<file path="src/rtl/exe_ctrl.sv">
// exe_ctrl: 4-register execution controller sequencing an external ALU,
// a timed input port (IN) and a handshaked output port (OUT).
//
// Ports:
//   clk, rst_n           clock, async active-low reset
//   instr, imm           {op,ra,rb} and immediate, taken when
//                        instr_valid && instr_ready
//   instr_valid/ready    instruction handshake (ready only in IDLE)
//   ex_in, ex_in_valid   external input data for IN (op 7)
//   ex_out, ex_out_valid external output data for OUT (op 6)
//   ex_out_ready         consumer accepts ex_out
//   alu_op, alu_s1/s2    operands to the external ALU, live only in EXEC
//   alu_result           combinational ALU result
//   zn                   flags {Z,N}
//   in_timeout           sticky, set when an IN aborted on timeout
module exe_ctrl #(
    parameter int IN_TIMEOUT = 255
) (
    input  logic       clk,
    input  logic       rst_n,
    input  logic [7:0] instr,
    input  logic [7:0] imm,
    input  logic       instr_valid,
    output logic       instr_ready,
    input  logic [7:0] ex_in,
    input  logic       ex_in_valid,
    output logic [7:0] ex_out,
    output logic       ex_out_valid,
    input  logic       ex_out_ready,
    output logic [3:0] alu_op,
    output logic [7:0] alu_s1,
    output logic [7:0] alu_s2,
    input  logic [7:0] alu_result,
    output logic [1:0] zn,
    output logic       in_timeout
);

    typedef enum logic [1:0] {
        IDLE,
        EXEC,
        WAIT_IN,
        WAIT_OUT
    } state_t;

    // last WAIT_IN cycle before the abort
    localparam logic [7:0] TERM = 8'(IN_TIMEOUT - 1);

    state_t     state;
    state_t     state_nx;
    logic [7:0] regs [4];
    logic [3:0] op_q;
    logic [1:0] ra_q;
    logic [1:0] rb_q;
    logic [7:0] imm_q;
    logic [7:0] cnt;

    logic [3:0] op_in;
    logic       accept;
    logic       is_exec;
    logic       is_in;
    logic       is_out;
    logic [7:0] s1;
    logic [7:0] s2;
    logic [7:0] exec_res;

    logic       wr_en;
    logic [7:0] wr_data;
    logic [1:0] zn_nx;
    logic       to_set;

    assign op_in       = instr[7:4];
    assign instr_ready = (state == IDLE);
    assign accept      = instr_valid && instr_ready;

    assign is_exec = op_in inside {4'h1, 4'h2, 4'h3, 4'h4,
                                   4'h5, 4'h8, 4'hF};
    assign is_in   = (op_in == 4'h7);
    assign is_out  = (op_in == 4'h6);

    assign s1 = regs[ra_q];
    assign s2 = regs[rb_q];

    // the ALU has no immediate input, so LOADIMM bypasses it
    assign exec_res = (op_q == 4'hF) ? imm_q : alu_result;

    always_comb begin
        alu_op = '0;
        alu_s1 = '0;
        alu_s2 = '0;
        if (state == EXEC) begin
            alu_op = op_q;
            alu_s1 = s1;
            alu_s2 = s2;
        end
    end

    always_comb begin
        state_nx = state;
        unique case (state)
            IDLE: begin
                if (accept) begin
                    unique case (1'b1)
                        is_exec: state_nx = EXEC;
                        is_in:   state_nx = WAIT_IN;
                        is_out:  state_nx = WAIT_OUT;
                        default: state_nx = IDLE;
                    endcase
                end
            end
            EXEC: state_nx = IDLE;
            WAIT_IN: begin
                if (ex_in_valid || cnt == TERM)
                    state_nx = IDLE;
            end
            WAIT_OUT: begin
                if (ex_out_ready)
                    state_nx = IDLE;
            end
            default: state_nx = IDLE;
        endcase
    end

    always_comb begin
        wr_en   = 1'b0;
        wr_data = '0;
        zn_nx   = zn;
        to_set  = 1'b0;
        unique case (state)
            EXEC: begin
                wr_en   = 1'b1;
                wr_data = exec_res;
                unique case (op_q)
                    4'h1, 4'h2, 4'h3:
                        zn_nx = {exec_res == 8'h00, exec_res[7]};
                    4'h4: zn_nx[1] = s1[7];
                    4'h5: zn_nx[1] = s1[0];
                    default: zn_nx = zn;
                endcase
            end
            WAIT_IN: begin
                // data arriving on the terminal cycle beats the timeout
                if (ex_in_valid) begin
                    wr_en   = 1'b1;
                    wr_data = ex_in;
                end else if (cnt == TERM) begin
                    wr_en  = 1'b1;
                    to_set = 1'b1;
                end
            end
            default: ;
        endcase
    end

    always_ff @(posedge clk or negedge rst_n) begin
        if (!rst_n) begin
            state <= IDLE;
        end else begin
            state <= state_nx;
        end
    end

    always_ff @(posedge clk or negedge rst_n) begin
        if (!rst_n) begin
            op_q  <= '0;
            ra_q  <= '0;
            rb_q  <= '0;
            imm_q <= '0;
        end else if (accept) begin
            op_q  <= instr[7:4];
            ra_q  <= instr[3:2];
            rb_q  <= instr[1:0];
            imm_q <= imm;
        end
    end

    always_ff @(posedge clk or negedge rst_n) begin
        if (!rst_n) begin
            for (int i = 0; i < 4; i++)
                regs[i] <= '0;
        end else if (wr_en) begin
            regs[ra_q] <= wr_data;
        end
    end

    always_ff @(posedge clk or negedge rst_n) begin
        if (!rst_n) begin
            zn         <= '0;
            in_timeout <= 1'b0;
            cnt        <= '0;
        end else begin
            zn <= zn_nx;
            if (to_set)
                in_timeout <= 1'b1;
            if (state == WAIT_IN && state_nx == WAIT_IN)
                cnt <= cnt + 8'd1;
            else
                cnt <= '0;
        end
    end

    always_ff @(posedge clk or negedge rst_n) begin
        if (!rst_n) begin
            ex_out       <= '0;
            ex_out_valid <= 1'b0;
        end else if (accept && is_out) begin
            ex_out       <= regs[instr[3:2]];
            ex_out_valid <= 1'b1;
        end else if (state == WAIT_OUT && ex_out_ready) begin
            ex_out_valid <= 1'b0;
        end
    end

endmodule

</file>
<file path="config.mk">
export PLATFORM = sky130hd
export DESIGN_NAME = exe_ctrl
export DESIGN_NICKNAME = d
export VERILOG_FILES = /design/src/rtl/exe_ctrl.sv
export SDC_FILE = /design/constraint.sdc
export NUM_CORES = 1
export LEC_CHECK = 0
export CAP_MARGIN = 20
export CORE_ASPECT_RATIO = 1.4
export CORE_MARGIN = 2
export CORE_UTILIZATION = 36
export DETAILED_ROUTE_END_ITERATION = 10
export GPL_TIMING_DRIVEN = 0
export PLACE_DENSITY_LB_ADDON = 0.05
export SETUP_SLACK_MARGIN = 0.05
export SYNTH_ARGS = -nofsm -noshare
export SYNTH_HDL_FRONTEND = slang
export SYNTH_SLANG_ARGS = --single-unit
</file>
<file path="constraint.sdc">
create_clock -name clk -period 2.1 [get_ports clk]
set_input_delay 0.42 -clock clk [delete_from_list [all_inputs] [get_ports clk]]
set_output_delay 0.42 -clock clk [all_outputs]
set_load 0.01 [all_outputs]
</file>
== After elaboration in Yosys (flattened, before gate mapping) ==
Index checks and enable logic that the tools add are counted.
Widths: inputs -> output; s select.
Storage, ports and cells
  bits in registers: 70
  input bits: 37
  logic and storage cells: 89
Operators by class
  add/subtract/negate cells: 1
  order comparisons: 4
  eq/ne operators: 20
  multiplexer cells: 32
  bitwise operators: 3
  reductions and logical operators: 14
Operator list (count)
  $mux 8: 12
  $bmux 8 s2: 3
  $bwmux 32: 1
  $eq 4x3->1 const B: 6
  $demux 8 s2: 1
  $eq 4x2->1 const B: 4
  $pmux 8 s2: 1
  $eq 4x4->1 const B: 3
  $ge 3x3->1 const B: 3
  $not 2->3: 3
  $add 8x1->8 const B: 1
  $eq 4x1->1 const B: 2
  $eq 8x8->1 const B: 1
  $logic_not 8->1: 1
  $pmux 2 s4: 1
  $reduce_bool 7->1: 1
  $eq 2x2->1 const B: 3
  $mux 1: 6
  $mux 2: 3
  $pmux 2 s3: 1
  $logic_and 1x1->1: 5
  $mux 4: 1
  $reduce_and 2->1: 2
  $lt 3x1->1 const B: 1
  8 further kinds: 8

== Longest topological paths before layout ==
  word-level depth: 8
  gate-level depth with buffers: 8
  mapped depth without buffers: 6

== Worst setup path before layout ==
Ideal clock, no wire load.
  kind: reg-to-reg
  from: register state[0]
  to: register regs[24] (netlist name)
  setup time: 0.125 ns
  arrival: 1.967 ns
  data required time: 1.975 ns
  path slack: 0.008 ns
  stages on the path, launching flop included: 9
  path buffers: 2
  period minus slack after synthesis: 2.092 ns
  cells stage by stage: dfrtp_1 -> inv_1 -> ha_1 -> and2_1 -> buf_4 -> a311oi_4 -> or4b_1 -> buf_6 -> mux2_4
Between the ends
  longest elaborated chain between the ends: 3
  elaborated cells between the ends (all ways): 5
  classes of those cells: eq/ne: 2; mux: 3
RTL lines
  start, declared: line 48  | state_t state;
  start signal, assigned: line 158  | state <= state_nx;
  $eq 2x2->1 / $eq 2x1->1 (equally long branches): line 128  | unique case (state)
  $pmux 8 s2: line 128
  $bwmux 32: line 181  | regs[ra_q] <= wr_data;
  end signal, assigned by index: line 181
  end, declared: line 50  | logic [7:0] regs [4];
Several ways; a longest one is shown, not always the timed one.
A chain may end at the register's enable or synchronous reset.

== Worst setup path in the final report ==
  from: register ra_q[0]
  to: output alu_s1[0]
Between the ends
  longest elaborated chain between the ends: 5
RTL lines
  start, declared: line 52  | logic [1:0] ra_q;
  start signal, assigned: line 170  | ra_q <= instr[3:2];
  $not 2->3 (not written as such): line 80  | assign s1 = regs[ra_q];
  $bmux 8 s2: line 80
  $mux 8 (not written as such) (2 in a row): line 80
  $mux 8: line 90  | if (state == EXEC) begin
  end, declared: line 31  | output logic [7:0] alu_s1,
No other way between the ends. The select of a mux whose other input is x is not followed.

==> qor.yml <==
status: "finished, violations left"
violations: "negative setup slack"
max_stage_delay_ns: 0.49
max_freq_mhz: 465
critPathMaxFanout: 3
r2r-end: "regs[29]$_DFFE_PN0P_"
yosys_warnings: 0
antenna_found_initial: 0
synth_area_per_cell_sq_um: 14.0
nets: 419
crit_type: "reg -> out"
period_needed_ns: 2.15
rows: 44
rrSetupSlack_ns: 0.03
finalSetupViolations: 5
power.density_mw_per_mm2: 1050
drc: 0
yosys.area.top_type_share: 0.454
clock_latency_ns: 0.34
fin_area_sq_mm: 0.00543
cts_tree: "built"
max_slew.worst_pin.slew_ns: 0.825
vias: 2697
numCtsBuffers: 9
grt_max_degree: 49
multi_input_area_sq_mm: 0.00212
crit_end: "alu_s1[0]"
yosysTopAreaCell: "dfrtp_1"
place_inst: 482
whs_ns: 0.471
final_cells: 519
cts-root-buf: "clkbuf_16"
ant_nets: 0
peakVddDrop_mv: 0.443
grt.total_usage: 0.182
initial_utilization: 0.371
synthCells: 276
die_x_um: 91.5
crit_chain: "buf_6, buf_6, mux4_2, and2_1, buf_2"
async_flop_share: 1.00
required_ns: 1.68
place_ws_ns: -0.801
synth-seq-cells: 70
worstSetupEndpointType: "primary output"
cp_common_cell: "buf_6"
r2r_cells: 8
cts.path.max_buffers: 2
slew_viol_final: 0
cp-start-kind: "flip-flop"
route.detailed.vias_per_inst: 5.20
cts_sinks: 70
wl_per_cell_um: 19.0
finalHoldViolCount: 0
ys_types: 42
dr.pass1.iters: 4
insertedDiodeCount: 0
relSlewSlack: 0.450
min_path_type: "reg -> reg"
cts.htree.levels: 3
reg2reg_from: "state[0]$_DFF_PN0_"
synth_fp_nets: 319
yosys-top-cells-count: "dfrtp_1, mux2_2, mux4_2, and2_1, nor3_1"
die_h_um: 127
crit_start: "ra_q[0]$_DFFE_PN0P_"
finClkSkew_ns: 0.00756
leakagePower_nw: 2.41
seq_area_frac_synth: 0.454
io_buffers: 67
syn_to_final_growth_pct: 40.7
dpl-instance-area_sq_mm: 0.00474
synth_area_sq_mm: 0.00386
overflow: 0
drive_gt1_frac: 0.491
n_fill_cell: 910
period_share: 1.02
arrival_ns: 1.73
core_region_area_sq_mm: 0.0104
synth_flop_cell: "dfrtp_1"
drt_iter0_markers: 84
gp_congestion: 0.779
synth_edf_count: 0
hpwl_mm: 6.84
ios: 70
cap_viol_max_count: 0
crit_slowest_cell: "mux4_2"
grt_pass1_vias: 2916
path_clk_slew_ns: 0.06
regArea_sq_mm: 0.00176
wl_mm: 9.87
synth_most_common_cell: "dfrtp_1"
rsz0062_at_grt: "yes"
dieArea_sq_mm: 0.0116
setup_ws_ns: -0.0517
synthTopCellsByArea: "dfrtp_1, mux2_2, mux4_2"
grt_pass1_wl_mm: 16.0
timing repair:
action                                 CTS  global route
endpoints found under the hold margin   22             0
pin swaps                               20             4
buffers inserted                        16             5
gates resized for setup                129            15
setup endpoints to repair               80            50
hold buffers                             1             0
gates cloned                             1             0
flip-flops by register name, indices dropped and copies added, names as in the netlist:
signal and cells:
cnt 8, ex_out 8, ex_out_valid 1, imm_q 8
in_timeout 1, op_q 4, ra_q 2, rb_q 2
regs 32, state 2, zn 2
worst min-delay path by stage:
stage / start / to / cells after the start
6_report: in_timeout$_DFFE_PN0P_ / in_timeout$_DFFE_PN0P_ / 1
5_1_grt: in_timeout$_DFFE_PN0P_ / in_timeout$_DFFE_PN0P_ / 1
4_1_cts: in_timeout$_DFFE_PN0P_ / in_timeout$_DFFE_PN0P_ / 1
3_5_place_dp: rst_n / regs[29]$_DFFE_PN0P_ / 1
3_3_place_gp: in_timeout$_DFFE_PN0P_ / in_timeout$_DFFE_PN0P_ / 1
2_1_floorplan: rst_n / cnt[0]$_DFF_PN0_ / 0
area by class of cell:
cell class,count,share of cell area
plain buffers,12,0.0263
clock buffers,14,0.0523
clock inverters,2,0.00691
inverters,4,0.00276
multi-input cells,188,0.391
flip-flops and latches,70,0.324
well taps,138,0.0318
repair buffers,91,0.165
power breakdown:
part           total, mW  switching [mW]  internal (mW)
clock               1.62           0.569           1.05
sequential          1.93           0.282           1.65
combinational       2.16           0.887           1.27
total               5.71            1.74           3.97
placed cells by master (no fill, tap or decap), drive strengths merged, types with 4 or more instances in the layout:
cell type | Yosys | final
nor3 | 13 | 13
clkdlybuf4s50 | 0 | 45
nand2 | 6 | 6
xor2 | 4 | 4
dfrtp | 70 | 70
buf | 7 | 50
and2 | 22 | 22
nand3 | 5 | 5
clkbuf | 7 | 20
mux2 | 65 | 65
mux4 | 24 | 24
a22o | 8 | 8
ha | 6 | 6
inv | 4 | 4
metal layers:
layer	vias to the layer above	global-route usage	part of all wire	wire, um
li1	1258	-	-	-
met4	0	0.0766	0.024	236
met3	17	0.0422	0.033	329
met5	-	0	0	0
met2	56	0.307	0.52	5180
met1	1366	0.224	0.42	4130
worst max-delay path, delay by kind of cell, from the launching register on:
family | cells | cell delay, ns
buf+inv | 3 | 0.33
flops | 1 | 0.42
mux | 1 | 0.49
simple gates | 1 | 0.15
stage by stage:
step,setup TNS (ns),util,power [mW]
5_1_grt,-0.970,0.522,6.02
2_1_floorplan,0,-,2.98
4_1_cts,-0.100,0.510,5.69
3_5_place_dp,-40.02,0.455,3.70
6_report,-0.0927,0.522,5.71
3_3_place_gp,-178.91,0.453,3.67
cells by family (layout without fill, tap and decap cells):
| kind of cell | after synthesis | count (layout) | synth area share |
|---|---|---|---|
| fa+ha+maj | 6 | 6 | 0.0194 |
| flops | 70 | 70 | 0.454 |
| simple gates | 67 | 67 | 0.107 |
| mux | 90 | 90 | 0.340 |
| compound gates | 19 | 19 | 0.0444 |
| xor+xnor | 6 | 6 | 0.0136 |
| buf+inv | 18 | 123 | 0.0214 |
Note: power is estimated with default switching activity, not from simulation.
